[config.mk]
export PLATFORM = sky130hd
export DESIGN_NAME = rst_seq_gen
export DESIGN_NICKNAME = d
export VERILOG_FILES = /design/src/rtl/rst_seq_pkg.sv /design/src/rtl/rst_seq_gen_sync.sv /design/src/rtl/rst_seq_gen.sv
export SDC_FILE = /design/constraint.sdc
export NUM_CORES = 1
export LEC_CHECK = 0
export BUFFER_PORTS_ARGS = -buffer_cell sky130_fd_sc_hd__buf_2
export CAP_MARGIN = 25
export CORE_AREA = 2 2 40 42
export CTS_BUF_LIST = sky130_fd_sc_hd__clkbuf_8
export CTS_CLUSTER_DIAMETER = 60
export DETAILED_ROUTE_END_ITERATION = 8
export DIE_AREA = 0 0 42 44
export GPL_TIMING_DRIVEN = 0
export PLACE_DENSITY_LB_ADDON = 0.08
export SLEW_MARGIN = 0
export SYNTH_ARGS = -nofsm -noshare
export SYNTH_HDL_FRONTEND = slang
export SYNTH_HIERARCHICAL = 1
export SYNTH_SLANG_ARGS = --single-unit
[constraint.sdc]
create_clock -name sys_clk_25m -period 3 [get_ports sys_clk_25m]
set_input_delay 0.15 -clock sys_clk_25m [delete_from_list [all_inputs] [get_ports sys_clk_25m]]
set_output_delay 0.15 -clock sys_clk_25m [all_outputs]
set_load 0.02 [all_outputs]
[src/rtl/rst_seq_pkg.sv]
// Shared types and defaults for the reset sequencer: FSM state encoding,
// default parameter values and the counter-width helper.
package rst_seq_pkg;

   typedef enum logic [1:0] {
      ST_ASSERT  = 2'd0,
      ST_RELEASE = 2'd1,
      ST_RUN     = 2'd2
   } state_e;

   localparam int unsigned DEF_NUM_CH      = 3;
   localparam int unsigned DEF_SYNC_STAGES = 2;
   localparam int unsigned DEF_STRETCH_CYC = 16;
   localparam int unsigned DEF_STAGGER_CYC = 4;

   // Wide enough to hold the larger of the two terminal counts.
   function automatic int unsigned cnt_width(input int unsigned stretch,
                                             input int unsigned stagger);
      int unsigned m;
      m = (stretch > stagger) ? stretch : stagger;
      return (m < 1) ? 1 : $clog2(m + 1);
   endfunction

endpackage

[src/rtl/rst_seq_gen_sync.sv]
// rst_sync_chain: STAGES-deep flop chain for an asynchronous request; every
// stage resets to 1 so the request reads as asserted until proven quiet.
module rst_sync_chain #(
   parameter int unsigned STAGES = 2
) (
   input  logic clk_i,
   input  logic rst_i,
   input  logic d_i,
   output logic q_o
);

   logic [STAGES-1:0] sync_q;

   always_ff @(posedge clk_i) begin
      if (rst_i) begin
         sync_q <= '1;
      end else begin
         sync_q <= {sync_q[STAGES-2:0], d_i};
      end
   end

   assign q_o = sync_q[STAGES-1];

endmodule

[src/rtl/rst_seq_gen.sv]
// Staggered reset sequencer: holds all channels low after an external
// request, then releases them one by one. Define RST_SEQ_SW_RST_EN for per-channel software resets.
module rst_seq_gen
   import rst_seq_pkg::*;
#(
   parameter int unsigned NUM_CH      = DEF_NUM_CH,
   parameter int unsigned SYNC_STAGES = DEF_SYNC_STAGES,
   parameter int unsigned STRETCH_CYC = DEF_STRETCH_CYC,
   parameter int unsigned STAGGER_CYC = DEF_STAGGER_CYC
) (
   input  logic              sys_clk_25m,
   input  logic              reset,
   input  logic              ext_rst_req,
   input  logic [NUM_CH-1:0] sw_rst_req,
   output logic [NUM_CH-1:0] rst_n_ch,
   output logic              rst_done,
   output logic              busy
);

   localparam int unsigned     CW        = cnt_width(STRETCH_CYC, STAGGER_CYC);
   localparam int unsigned     CHW       = (NUM_CH > 1) ? $clog2(NUM_CH) : 1;
   localparam logic [CW-1:0]   STRETCH_V = CW'(STRETCH_CYC);
   localparam logic [CW-1:0]   STAGGER_V = CW'(STAGGER_CYC);
   localparam logic [CHW-1:0]  LAST_CH   = CHW'(NUM_CH - 1);

   function automatic logic [CW-1:0] sat_inc(input logic [CW-1:0] v);
      return (&v) ? v : v + CW'(1);
   endfunction

   logic              ext_rst_sync;
   state_e            state_q, state_d;
   logic [CW-1:0]     cnt_q, cnt_d, cnt_inc;
   logic [CHW-1:0]    ch_idx_q, ch_idx_d;
   logic [NUM_CH-1:0] rst_n_q, rst_n_d, seq_rst_n_d, sw_hold;
   logic              rst_done_q, rst_done_d;

   rst_sync_chain #(
      .STAGES (SYNC_STAGES)
   ) u_sync (
      .clk_i (sys_clk_25m),
      .rst_i (reset),
      .d_i   (ext_rst_req),
      .q_o   (ext_rst_sync)
   );

   // rst_n_q doubles as the sequencer's memory of released channels, since
   // software holds only exist in RUN where the sequencer drives all ones.
   always_comb begin
      state_d     = state_q;
      cnt_d       = cnt_q;
      ch_idx_d    = ch_idx_q;
      seq_rst_n_d = rst_n_q;
      cnt_inc     = sat_inc(cnt_q);
      if (ext_rst_sync) begin
         state_d     = ST_ASSERT;
         cnt_d       = '0;
         ch_idx_d    = '0;
         seq_rst_n_d = '0;
      end else begin
         unique case (state_q)
            ST_ASSERT: begin
               seq_rst_n_d = '0;
               cnt_d       = cnt_inc;
               if (cnt_inc == STRETCH_V) begin
                  cnt_d = '0;
                  if (STAGGER_CYC == 0 || NUM_CH == 1) begin
                     seq_rst_n_d = '1;
                     state_d     = ST_RUN;
                  end else begin
                     seq_rst_n_d[0] = 1'b1;
                     ch_idx_d       = CHW'(1);
                     state_d        = ST_RELEASE;
                  end
               end
            end
            ST_RELEASE: begin
               cnt_d = cnt_inc;
               if (cnt_inc == STAGGER_V) begin
                  cnt_d                 = '0;
                  seq_rst_n_d[ch_idx_q] = 1'b1;
                  if (ch_idx_q == LAST_CH) begin
                     state_d = ST_RUN;
                  end else begin
                     ch_idx_d = ch_idx_q + CHW'(1);
                  end
               end
            end
            ST_RUN: begin
               cnt_d       = '0;
               seq_rst_n_d = '1;
            end
            default: begin
               state_d     = ST_ASSERT;
               cnt_d       = '0;
               ch_idx_d    = '0;
               seq_rst_n_d = '0;
            end
         endcase
      end
   end

`ifdef RST_SEQ_SW_RST_EN
   logic [NUM_CH-1:0] sw_act_q, sw_act_d;
   logic [CW-1:0]     sw_cnt_q [NUM_CH];
   logic [CW-1:0]     sw_cnt_d [NUM_CH];

   always_comb begin
      for (int unsigned i = 0; i < NUM_CH; i++) begin
         sw_act_d[i] = sw_act_q[i];
         sw_cnt_d[i] = sw_cnt_q[i];
         if (ext_rst_sync || state_q != ST_RUN) begin
            sw_act_d[i] = 1'b0;
            sw_cnt_d[i] = '0;
         end else if (sw_rst_req[i]) begin
            sw_act_d[i] = 1'b1;
            sw_cnt_d[i] = '0;
         end else if (sw_act_q[i]) begin
            sw_cnt_d[i] = sat_inc(sw_cnt_q[i]);
            if (sat_inc(sw_cnt_q[i]) == STRETCH_V) begin
               sw_act_d[i] = 1'b0;
               sw_cnt_d[i] = '0;
            end
         end
      end
   end

   always_ff @(posedge sys_clk_25m) begin
      if (reset) begin
         sw_act_q <= '0;
         for (int unsigned i = 0; i < NUM_CH; i++) begin
            sw_cnt_q[i] <= '0;
         end
      end else begin
         sw_act_q <= sw_act_d;
         for (int unsigned i = 0; i < NUM_CH; i++) begin
            sw_cnt_q[i] <= sw_cnt_d[i];
         end
      end
   end

   assign sw_hold = sw_act_d;
`else
   logic unused_sw_rst_req;
   assign unused_sw_rst_req = ^sw_rst_req;
   assign sw_hold           = '0;
`endif

   always_comb begin
      rst_n_d    = seq_rst_n_d & ~sw_hold;
      rst_done_d = (state_q == ST_RUN) && (state_d == ST_RUN) && (&rst_n_d);
   end

   always_ff @(posedge sys_clk_25m) begin
      if (reset) begin
         state_q    <= ST_ASSERT;
         cnt_q      <= '0;
         ch_idx_q   <= '0;
         rst_n_q    <= '0;
         rst_done_q <= 1'b0;
      end else begin
         state_q    <= state_d;
         cnt_q      <= cnt_d;
         ch_idx_q   <= ch_idx_d;
         rst_n_q    <= rst_n_d;
         rst_done_q <= rst_done_d;
      end
   end

   assign rst_n_ch = rst_n_q;
   assign rst_done = rst_done_q;
   assign busy     = (state_q != ST_RUN);

endmodule

* After elaboration in Yosys (flattened, before gate mapping)
Index checks and enable logic that the tools add are counted.
Word-level totals: bits in registers 15, word-level logic and storage cells 49
Operators by class: add/sub/neg operators 2, $lt $le $gt $ge 2, equal/unequal tests 10, multiplexer cells 19, bitwise logic cells 2, reductions and logical operators 8
Operators with widths (count):
- 5-bit 2-to-1 mux | 3
- 2-bit 2-to-1 mux | 7
- 2-bit case mux with 3 select lines | 2
- 5-bit case mux with 2 select lines | 1
- 3-bit case mux with 3 select lines | 1
- 2-bit != test, second input constant | 4
- 2-bit == test, second input constant | 3
- 3-bit 2-to-1 mux | 2
- 5-bit by 1-bit adder with 5-bit output, second input constant | 1
- 5-bit by 3-bit == test with 1-bit output, second input constant | 1
- 5-bit == test, second input constant | 1
- 5-bit AND reduction | 1
- 4-bit AND reduction | 1
- 1-bit logical AND | 3
- 2-bit by 3-bit < comparator with 1-bit output, second input constant | 1
- 3-bit bitwise OR | 1
- 3-bit AND reduction | 1
- 2-bit by 1-bit adder with 2-bit output, second input constant | 1
- 1-bit demux with 2-bit select | 1
- 2-bit by 1-bit == test with 1-bit output, second input constant | 1
- 2-bit by 1-bit >= comparator with 1-bit output, second input constant | 1
- 2-bit zero test | 1
- 1-bit 2-to-1 mux | 2
- 2-bit OR reduction | 1
- 1-bit NOT | 1

* Longest topological paths before layout
Gate-level depths: netlist (run 1).
depth after elaboration 10, mapped depth 6, depth with buffers taken out 6

* Hierarchy
Netlist (run 1), hierarchy kept.
Modules (own cells, without submodules):
- rst_seq_gen | instances 1, cells each 87, area each 777.0 um2
- rst_sync_chain | instances 1, cells each 4, area each 52.6 um2

* Worst setup path after synthesis (run 1)
OpenSTA, ideal clock, no wires.
kind register -> register, start point reg cnt_q[1], end point reg rst_n_q[0], in the netlist rst_n_ch[0], library setup time 103 ps, arrival time 1738 ps, setup slack 1159 ps, cell stages (with the launch flop) 7, path buffers 0, cells stage by stage dfxtp_1 > ha_1 > and3b_2 > nand4_4 > a211oi_2 > a21oi_2 > a2111oi_2
Between the ends: longest elaborated chain between the ends 6, elaborated cells on any way between the ends 9
RTL lines:
- from (decl) | RTL line rst_seq_gen.sv:32 | logic [CW-1:0] cnt_q, cnt_d, cnt_inc;
- from (signal assigned) | RTL line rst_seq_gen.sv:162 | cnt_q <= cnt_d;
- 5-bit by 1-bit adder with 5-bit output or 5-bit AND reduction (tied branches) | RTL line rst_seq_gen.sv:27 | return (&v) ? v : v + CW'(1);
- 5-bit 2-to-1 mux (*) | RTL line rst_seq_gen.sv:27
- 5-bit by 3-bit == test with 1-bit output or 5-bit == test (tied branches) | RTL line rst_seq_gen.sv:78, rst_seq_gen.sv:64
- 3-bit 2-to-1 mux or 1-bit 2-to-1 mux (tied branches) | RTL line rst_seq_gen.sv:78, rst_seq_gen.sv:64
- 3-bit case mux with 3 select lines (*) | RTL line rst_seq_gen.sv:60 | unique case (state_q)
- 3-bit 2-to-1 mux (*) | RTL line rst_seq_gen.sv:54 | if (ext_rst_sync) begin
- to (signal assigned) | RTL line rst_seq_gen.sv:164 | rst_n_q <= rst_n_d;
- to (decl) | RTL line rst_seq_gen.sv:34 | logic [NUM_CH-1:0] rst_n_q, rst_n_d, seq_rst_n_d, sw_hold;
Mark *: on every way between the ends. The rest lies on a longest branch, timed or not. A chain may end at the register's enable or synchronous reset.

* Worst setup path after layout (run 1)
Same ends and word-level chain as after synthesis.

==> results of run 1 <==
[worst max-delay path, cell delays in order (launching register included)]
cell       delay, ps
dfxtp_1          440
ha_1             310
and3b_2          280
nand4_4          140
a211oi_2         390
a21oi_2          110
a2111oi_2        270
[stage by stage]
stage               setup WS [ps]  std cells  hold WS, ps
detailed placement            961        114          335
floorplan                    1160         91          247
finish                        954        118         84.7
CTS                           946        118         75.2
global route                  784        118         73.7
global placement              975        114          332
[area by class of cell]
type | count | area (µm²)
buffer | 3 | 23.8
clock buffer | 3 | 41.3
clock inverter | 1 | 3.75
fill | 120 | 489
inverter | 4 | 15.0
multi-input combinational | 69 | 490
sequential | 15 | 300
tap | 16 | 20.0
timing repair buffer | 7 | 35.0
[cells in the final DEF (no fill, tap or decap), types with 4 or more instances in the layout]
master and count:
nor2_1 7, buf_2 8, inv_1 5, dfxtp_1 15
a21oi_1 6, ha_1 4, nand2_1 11
[state kept, by name, summed over array words and instances (netlist names)]
| signal | count |
|---|---|
| cnt_q | 5 |
| rst_n_ch | 3 |
| ch_idx_q | 2 |
| state_q | 2 |
| u_sync/sync_q | 2 |
| rst_done | 1 |
[cell families (layout without fill, tap and decap cells)]
family                     Yosys count  count (layout)  share of synthesized area
adders and majority gates            4               4                     0.0603
muxes                                2               2                     0.0241
buffers and inverters                7              18                     0.0467
DFF                                 15              15                      0.362
and+or+nand+nor                     38              38                      0.256
xor gates and xnor gates             3               3                     0.0317
AOI/OAI and AO/OA                   22              22                      0.219
[power by group]
| group | switching (mW) | total, mW | leakage, nW | internal (mW) |
|---|---|---|---|---|
| Clock | 0.0697 | 0.160 | 0.0269 | 0.0906 |
| Sequential | 0.00111 | 0.202 | 0.121 | 0.201 |
| Combinational | 0.00416 | 0.00743 | 0.197 | 0.00327 |
| Total | 0.0750 | 0.370 | 0.346 | 0.295 |
[metal layers]
metal,part of all wire,wire [µm],GRT usage
met5,0,0,0
met4,0.031,47,0.135
met3,0.020,30,0.0250
met2,0.44,660,0.281
met1,0.51,758,0.245
[how the worst max path moves through the flow]
stage | startpoint | endpoint | slack (ps) | cells after the start
floorplan | cnt_q[1] | rst_n_ch[0] | 1160 | 6
global placement | cnt_q[1] | rst_n_ch[0] | 970 | 6
detailed placement | cnt_q[1] | rst_n_ch[0] | 960 | 6
CTS | cnt_q[1] | rst_n_ch[0] | 950 | 6
global route | cnt_q[1] | rst_n_ch[0] | 780 | 6
finish | cnt_q[1] | rst_n_ch[0] | 950 | 6
==> key figures, run 1 <==
Timing
  – Fin crit share: 0.682
  – Max Transition Viols Final: 0
  – Max-slew headroom: 0.524
  – Clock period minus worst slack: 2050 ps
  – Hold Fails Final Rpt: 0
  – Worst Max-Slew Pin Slew: 708 ps
  – Endpoints failing setup: 0
  – RSZ-0062 raised after global routing: false
  – Layout Skew: 2.54 ps
  – Highest clock rate: 0.489 GHz
  – Setup TNS: 0 ps

Worst setup path
  – Reg2reg start: cnt_q[1]
  – FF-to-FF End: rst_n_ch[0]
  – Worst Path Required: 3150 ps
  – R2R depth: 6
  – Critical Path Sink Type: flip-flop
  – Reg2Reg Setup Slack: 950 ps
  – WS Path Type: reg -> reg
  – CP Launch Type: flip-flop
  – Critical Path Fanout Max: 7
  – Crit path DAT: 2190 ps

Power and ir drop
  – Leak: 0.346 nW
  – Maximum ir drop on the vdd rail: 0.000257 V
  – P per Cell Area: 398 nW/µm²
  – Total power: 0.370 mW

Clocking
  – CTS tree: built
  – H-tree depth: 1
  – Root buf cell: clkbuf_8
  – Buffer levels on the longest clock path: 2
  – Sink Count: 15
  – Worst-path clk slew: 60 ps
  – Count of hold buffers inserted by post-cts repair: 0
  – Post-CTS resize count: 0
  – Total setup buffers inserted after CTS: 0
  – Clk_lat worst skew: 250 ps
  – TritonCTS buffer count: 3

Synthesis
  – Commonest cells post-synth: dfxtp_1, nand2_1, nor2_1
  – Post-synth top area cell: dfxtp_1
  – Post-synthesis cell type count: 35
  – #FFs+latches synth: 15
  – Most used DFF post-synth: dfxtp_1
  – Mean area per synthesized cell: 9.12 µm²
  – Area contributors post-synth: dfxtp_1, ha_1, nand2_1, a21oi_1, a2111oi_4
  – Top-count cell post-synth: dfxtp_1
  – Share of the synthesized area in the top cell type: 0.362
  – Synth Instances: 91
  – Fraction of registers with async set/reset: 0
  – Post-Syn Nets: 101
  – Cell Area, Synth: 830 µm²
  – Seq/Total Area, Yosys: 0.362
  – Post-synth EDFFs: 0
  – Synth warn: 6

Placed design
  – Post-DP HPWL: 1.13 mm
  – Dpl cell area: 885 µm²
  – Placer Congestion: 0.827
  – PortBufs: 7

Routing
  – DR vias: 657
  – Routed WL: 1.50 mm
  – Routed Antenna Nets: 0
  – DR WL/cell: 12.7 µm
  – Initial DRC Count: 3
  – Pre-Repair DR Iteration Count: 2
  – Via density: 5.57
  – DR DRC count: 0

Outcome
  – Status: finished, final reports clean

Worst hold path
  – Worst hold path type: in -> reg
  – Hold endpoint: u_sync/sync_q[0]
  – Hold Startpoint: ext_rst_req
  – Hold depth: 2

Global routing
  – Vias in the first global route: 585
  – Initial antenna violation count: 0
  – Overall routing resource usage: 0.186
  – Largest net degree at the start of global routing: 11
  – Total gr overflow: 0
  – First-pass GRT wire length: 2.53 mm

Die
  – Core area: 1420 µm²
  – IO Pins: 11
  – Die height: 44 µm
  – Die footprint: 1850 µm²
  – Die width: 42 µm
  – Starting Density: 0.585
  – # rows: 14

Final layout
  – Final Util: 0.655
  – Design area: 930 µm²
  – ANT cells: 0
  – Area grow syn2layout: 12.1%
  – Ratio of cells with drive above 1 in the final layout: 0.235
  – Final nets: 113

Flow run
  – Max-cap violations: 0
Power figures use the tool's default switching activity.
==> inputs of run 2 (changes only) <==
Settings changed: CORE_AREA 2 2 40 42 to 2 2 43 45, DIE_AREA 0 0 42 44 to 0 0 45 47.
Clock period 3 ns to 1.7 ns, I/O delays scaled along.
==> run 2 against run 1 <==
The run now ends with negative setup slack left. Sequential power grew 75%. Fmax grew 12%. Non-clock buffer count grew 4. Routed wire length grew 13%. Sequential cell count is the same. Die area grew 14%. First-iteration DRC count grew to 4.0 times the previous value. Clock power grew 84%. Critical path depth is the same. Combinational power grew 120%. Register-to-register slack lost 1100 ps. Critical path type unchanged. Critical endpoint is now ch_idx_q[0].
==> key figures, run 2 (synthesis gave the netlist of run 1 again) <==
Worst setup path
  – Cell Chain, Critical Path: ha_4 > nor3b_2 > nand2_2 > a2111oi_4 > mux2i_1 > o31ai_1
  – WS Path Type: reg -> reg
  – Max stage delay on crit path: 430 ps (about the same)
  – Critical path's slowest cell: a2111oi_4
  – CP Launch Type: flip-flop
  – Cell family with most CP delay: compound AO/OA/AOI/OAI gates
  – Worst Path Required: 1840 ps (-1310 ps)
  – Buffers and inverters on the worst path: 0 (unchanged)
  – Crit path DAT: 1960 ps (-230 ps)
  – Critical Path Sink Type: flip-flop
  – Critical Path Fanout Max: 3 (-4)

Timing
  – Layout Skew: 1.59 ps (-0.952 ps)
  – Max-slew headroom: 0.491 (-0.0330)
  – Max Transition Viols Final: 0 (unchanged)
  – Clock period minus worst slack: 1820 ps (-222 ps)
  – Highest clock rate: 0.548 GHz (+12%)
  – RSZ-0062 raised after global routing: true
  – Endpoints failing setup: 4 (+4)
  – Hold Fails Final Rpt: 0 (unchanged)
  – Fin worst setup slack: -124 ps (-1080 ps)
  – Worst Max-Slew Pin Slew: 757 ps (+49.1 ps)
  – Fin crit share: 1.07 (+0.391)

Routing
  – Routed WL: 1.70 mm (+13%)
  – DR vias: 692 (+5.3%)
  – DR DRC count: 0 (unchanged)
  – DR WL/cell: 13.8 µm (+8.8%)
  – Via density: 5.63 (+1.0%)
  – Routed Antenna Nets: 0 (unchanged)
  – Pre-Repair DR Iteration Count: 4 (+2)
  – Initial DRC Count: 12 (+9)

Global routing
  – Total gr overflow: 0 (unchanged)
  – Largest net degree at the start of global routing: 11 (unchanged)
  – Initial antenna violation count: 0 (unchanged)
  – First-pass GRT wire length: 2.68 mm (+5.7%)
  – Vias in the first global route: 604 (+3.2%)
  – Overall routing resource usage: 0.180 (-0.00600)

Die
  – Core area: 1650 µm² (+16%)
  – # rows: 15 (+1)
  – Die footprint: 2120 µm² (+14%)
  – IO Pins: 11 (unchanged)
  – Starting Density: 0.502 (-0.0824)
  – Die width: 45 µm (+7.1%)
  – Die height: 47 µm (+6.8%)

Power and ir drop
  – Sw Ratio: 0.215 (+0.0121)
  – Clock power frac: 0.443 (+0.009)
  – Seq pwr share: 0.532 (-0.014)
  – P per Cell Area: 636 nW/µm² (+60%)
  – Internal: 0.522 mW (+77%)
  – Leak: 0.368 nW (+6.4%)
  – Sw power: 0.143 mW (+90%)
  – Combinational Power Share: 0.025 (+0.005)
  – Maximum ir drop on the vdd rail: 0.000525 V (+100%)
  – Total power: 0.664 mW (+80%)

Placed design
  – Dpl cell area: 911 µm² (+3.0%)
  – Placer Congestion: 0.841 (+1.7%)
  – Placed cells: 115 (+0.88%)
  – PortBufs: 7 (unchanged)
  – Post-DP HPWL: 1.21 mm (+7.9%)

Clocking
  – Root buf cell: clkbuf_8
  – Buffer levels on the longest clock path: 2 (unchanged)
  – Count of hold buffers inserted by post-cts repair: 0 (unchanged)
  – Clk_lat worst skew: 250 ps (about the same)
  – Sink Count: 15 (unchanged)
  – Worst-path clk slew: 60 ps (about the same)
  – H-tree depth: 1 (unchanged)
  – TritonCTS buffer count: 3 (unchanged)
  – CTS tree: built

Final layout
  – Commonest non-fill, non-tap cell in the layout: dfxtp_1
  – Fillers: 142 (+18%)
  – Fin cells: 123 (+4.2%)
  – Biggest register: cnt_q
  – ANT cells: 0 (unchanged)
  – Final nets: 117 (+3.5%)
  – Most frequent cells in the layout: dfxtp_1, nand2_1, buf_2
  – Sequential Area: 308 µm² (+2.5%)
  – Final Util: 0.633 (-0.0226)
  – Ratio of cells with drive above 1 in the final layout: 0.358 (+0.123)
  – Area grow syn2layout: 25.9%
  – Number of flip-flops in the largest register: 5 (unchanged)
  – Area of the multi-input gates: 562 µm² (+15%)
  – Design area: 1040 µm² (+12%)

Outcome
  – Status: finished, violations left
  – Failing checks: negative setup slack

Worst hold path
  – Worst hold path type: in -> reg

Flow run
  – Max-cap violations: 0 (unchanged)
==> run 2: power groups by stage <==
stage | registers, mW | logic, mW | clock network, mW
final | 0.353 | 0.0166 | 0.294
after CTS | 0.353 | 0.0161 | 0.299
after floorplan | 0.363 | 0.00921 | 0
after detailed placement | 0.363 | 0.0143 | 0
after global placement | 0.363 | 0.0139 | 0
after global routing | 0.353 | 0.0182 | 0.324
==> run 2: layer usage <==
| metal | global-route usage | wire, µm | up-vias |
|---|---|---|---|
| met2 | 0.271 | 799 | 9 |
| met3 | 0.0462 | 46 | 3 |
| met4 | 0.0706 | 19 | 0 |
| met5 | 0 | 0 | - |
| li1 | - | - | 352 |
| met1 | 0.248 | 832 | 328 |
==> run 2: worst reg2reg max path: cells and delay by family (launching register included) <==
| family | cells | cell delay [ps] |
|---|---|---|
| compound gates | 2 | 510 |
| fa+ha+maj | 1 | 240 |
| flops | 1 | 350 |
| mux | 1 | 230 |
| simple gates | 2 | 370 |
==> run 2: stage by stage <==
| step | setup WS, ps | TNS [ps] | hold slack (ps) |
|---|---|---|---|
| 4_1_cts | -128 | -534 | 10.5 |
| 6_report | -124 | -311 | 11.6 |
| 5_1_grt | -190 | -700 | 7.58 |
| 3_5_place_dp | -190 | -570 | 269 |
| 2_1_floorplan | -75.0 | -150 | 182 |
| 3_3_place_gp | -186 | -473 | 269 |
==> run 2: path summary, 6_finish.rpt <==
check | start | end | slack, ps | cells past startpoint
worst max register to register | cnt_q[1] | ch_idx_q[0] | -120 | 6
worst min register to register | u_sync/sync_q[0] | u_sync/sync_q[1] | 410 | 1
worst min-delay path | ext_rst_req | u_sync/sync_q[0] | 10 | 2
worst max-delay path | cnt_q[1] | ch_idx_q[0] | -120 | 6
==> run 2: cell type report <==
class / instances / area share
sequential: 15 / 0.295
buffer: 3 / 0.0228
clock buffer: 3 / 0.0395
clock inverter: 1 / 0.00479
tap: 17 / 0.0204
inverter: 4 / 0.0144
timing repair buffer: 11 / 0.0659
multi-input combinational: 69 / 0.538
==> run 2: timing repair <==
item	CTS	global route
buffers inserted	3	1
gates resized for setup	2	9
pin swaps	2	10
endpoints found under the setup margin	5	8
==> inputs of run 3 (changes only) <==
Settings changed: GPL_TIMING_DRIVEN 0 to not set, TNS_END_PERCENT set to 50.
==> run 3 against run 2 <==
The run still ends with negative setup slack left. Worst hold slack better by 1.7 ps. Core utilization down 3.2 points. Sequential power about the same. Global-route usage down 0.051 points. Final cell count unchanged. Worst setup slack better by 16 ps. First-iteration DRC count down 33%. Clock skew about the same. Non-clock buffer count unchanged. Sequential share of layout area up 1.3 points. Critical path type unchanged. Largest cell class unchanged. Highest routed layer unchanged.
==> key figures, run 3 (synthesis gave the netlist of run 1 again) <==
Worst setup path
  – Worst Path Required: 1840 ps (about the same)
  – Critical Path Sink Type: flip-flop
  – Critical path's slowest cell: a211oi_4
  – Critical Path Fanout Max: 4 (+1)
  – Buffers and inverters on the worst path: 0 (unchanged)
  – WS Path Type: reg -> reg
  – CP Launch Type: flip-flop
  – R2R depth: 6 (unchanged)
  – CP Depth: 6 (unchanged)
  – Reg2Reg Setup Slack: -110 ps (+20 ps)
  – Cell Chain, Critical Path: ha_4 > and3b_2 > nand4_4 > a211oi_4 > a21oi_2 > a2111oi_2
  – Cell family with most CP delay: compound AO/OA/AOI/OAI gates
  – Reg2reg start: cnt_q[0]
  – Crit path DAT: 1950 ps (about the same)
  – Max stage delay on crit path: 350 ps (-80 ps)
  – FF-to-FF End: rst_n_ch[0]

Routing
  – DR vias: 696 (+0.58%)
  – Via density: 5.66 (+0.58%)
  – Initial DRC Count: 8 (-4)
  – Routed Antenna Nets: 0 (unchanged)
  – DR WL/cell: 13.7 µm (-0.88%)
  – Routed WL: 1.68 mm (-0.88%)
  – Pre-Repair DR Iteration Count: 4 (unchanged)
  – DR DRC count: 0 (unchanged)

Die
  – Starting Density: 0.502 (unchanged)
  – IO Pins: 11 (unchanged)
  – Core area: 1650 µm² (unchanged)
  – # rows: 15 (unchanged)
  – Die footprint: 2120 µm² (unchanged)
  – Die height: 47 µm (unchanged)
  – Die width: 45 µm (unchanged)

Timing
  – Fin worst setup slack: -108 ps (+16.0 ps)
  – Highest clock rate: 0.553 GHz (+0.89%)
  – RSZ-0062 raised after global routing: true
  – Fin crit share: 1.06 (-0.00942)
  – Clock period minus worst slack: 1810 ps (-16.0 ps)
  – Endpoints failing setup: 6 (+2)
  – Worst Max-Slew Pin Slew: 466 ps (-291 ps)
  – Max-slew headroom: 0.687 (+0.196)
  – Layout Skew: 1.71 ps (+0.122 ps)
  – Setup TNS: -305 ps (+6.16 ps)
  – Max Transition Viols Final: 0 (unchanged)
  – Hold Fails Final Rpt: 0 (unchanged)
  – Hold Slack: 13.3 ps (+1.66 ps)

Final layout
  – ANT cells: 0 (unchanged)
  – Commonest non-fill, non-tap cell in the layout: dfxtp_1
  – Fin cells: 123 (unchanged)
  – Design area: 992 µm² (-5.0%)
  – Final nets: 117 (unchanged)
  – Final Util: 0.601 (-0.0318)
  – Fillers: 162 (+14%)
  – Biggest register: cnt_q
  – Ratio of cells with drive above 1 in the final layout: 0.302 (-0.0566)
  – Most frequent cells in the layout: dfxtp_1, nand2_1, nor2_1, buf_2, buf_4
  – Area grow syn2layout: 19.6%
  – Number of flip-flops in the largest register: 5 (unchanged)

Worst hold path
  – Hold endpoint: u_sync/sync_q[0]
  – Hold Startpoint: ext_rst_req
  – Hold depth: 2 (unchanged)
  – Worst hold path type: in -> reg

Placed design
  – Post-DP HPWL: 1.25 mm (+3.1%)
  – PortBufs: 7 (unchanged)
  – Dpl cell area: 932 µm² (+2.3%)
  – Placed cells: 118 (+2.6%)
  – Dpl ws: -111 ps (+78.9 ps)
  – Placer Congestion: 0.763 (-9.3%)

Clocking
  – TritonCTS buffer count: 3 (unchanged)
  – Buffer levels on the longest clock path: 2 (unchanged)
  – H-tree depth: 1 (unchanged)
  – Root buf cell: clkbuf_8
  – Sink Count: 15 (unchanged)
  – Count of hold buffers inserted by post-cts repair: 0 (unchanged)
  – CTS tree: built
  – Worst-path clk slew: 60 ps (about the same)
  – Clk_lat worst skew: 250 ps (about the same)

Power and ir drop
  – P per Cell Area: 671 nW/µm² (+5.5%)
  – Sw power: 0.141 mW (-1.0%)
  – Combinational Power Share: 0.028 (+0.003)
  – Internal: 0.524 mW (+0.55%)
  – Leak: 0.362 nW (-1.7%)
  – Maximum ir drop on the vdd rail: 0.000463 V (-12%)
  – Sw Ratio: 0.212 (-0.00264)
  – Clock power frac: 0.439 (-0.004)
  – Total power: 0.666 mW (+0.22%)
  – Seq pwr share: 0.533 (about the same)

Outcome
  – Status: finished, violations left
  – Failing checks: negative setup slack

Global routing
  – Vias in the first global route: 610 (+0.99%)
  – Initial antenna violation count: 0 (unchanged)
  – Total gr overflow: 0 (unchanged)
  – First-pass GRT wire length: 2.75 mm (+2.8%)
  – Largest net degree at the start of global routing: 15 (+4)
  – Overall routing resource usage: 0.180 (-0.000513)

Flow run
  – Max-cap violations: 0 (unchanged)
run 3: per-layer routing:
metal  vias up  wire length [µm]  GRT usage
met5         -                 0          0
met1       321               864      0.261
met2        18               733      0.271
li1        353                 -          -
met3         4                58     0.0346
met4         0                25     0.0529
run 3: worst max path at each step:
stage             start          end  slack [ps]
2_1_floorplan  cnt_q[1]  ch_idx_q[0]         -70
3_3_place_gp   cnt_q[1]  ch_idx_q[0]        -110
3_5_place_dp   cnt_q[1]  ch_idx_q[0]        -110
4_1_cts        cnt_q[0]  ch_idx_q[0]         -70
5_1_grt        cnt_q[0]  ch_idx_q[0]        -180
6_report       cnt_q[0]  rst_n_ch[0]        -110
run 3: worst reg2reg max path, delay by kind of cell, from the launching register on:
family	cells	cell delay (ps)
AOI/OAI and AO/OA	3	740
and+or+nand+nor	2	390
DFF	1	340
adders and majority gates	1	250
run 3: what timing repair did:
action | 4_1_cts | 5_1_grt
setup endpoints to repair | 3 | 8
pin swaps | 3 | 6
setup buffers | 0 | 1
gates cloned | 0 | 0
gates resized for setup | 1 | 0
run 3: cell type report:
class,count,area [µm²],share of cell area
Clock buffer,3,41.3,0.0416
Tap cell,17,21.3,0.0214
Sequential cell,15,305,0.308
Inverter,4,15.0,0.0151
Timing Repair Buffer,14,87.6,0.0883
Multi-Input combinational cell,69,517,0.521
Clock inverter,1,5.00,0.00504
run 3: power by group through the flow:
stage               Clock (mW)  Combinational (mW)  Sequential (mW)
detailed placement           0              0.0176            0.363
global route             0.319              0.0206            0.355
floorplan                    0             0.00921            0.363
finish                   0.292              0.0187            0.355
global placement             0              0.0174            0.362
CTS                      0.299              0.0188            0.355
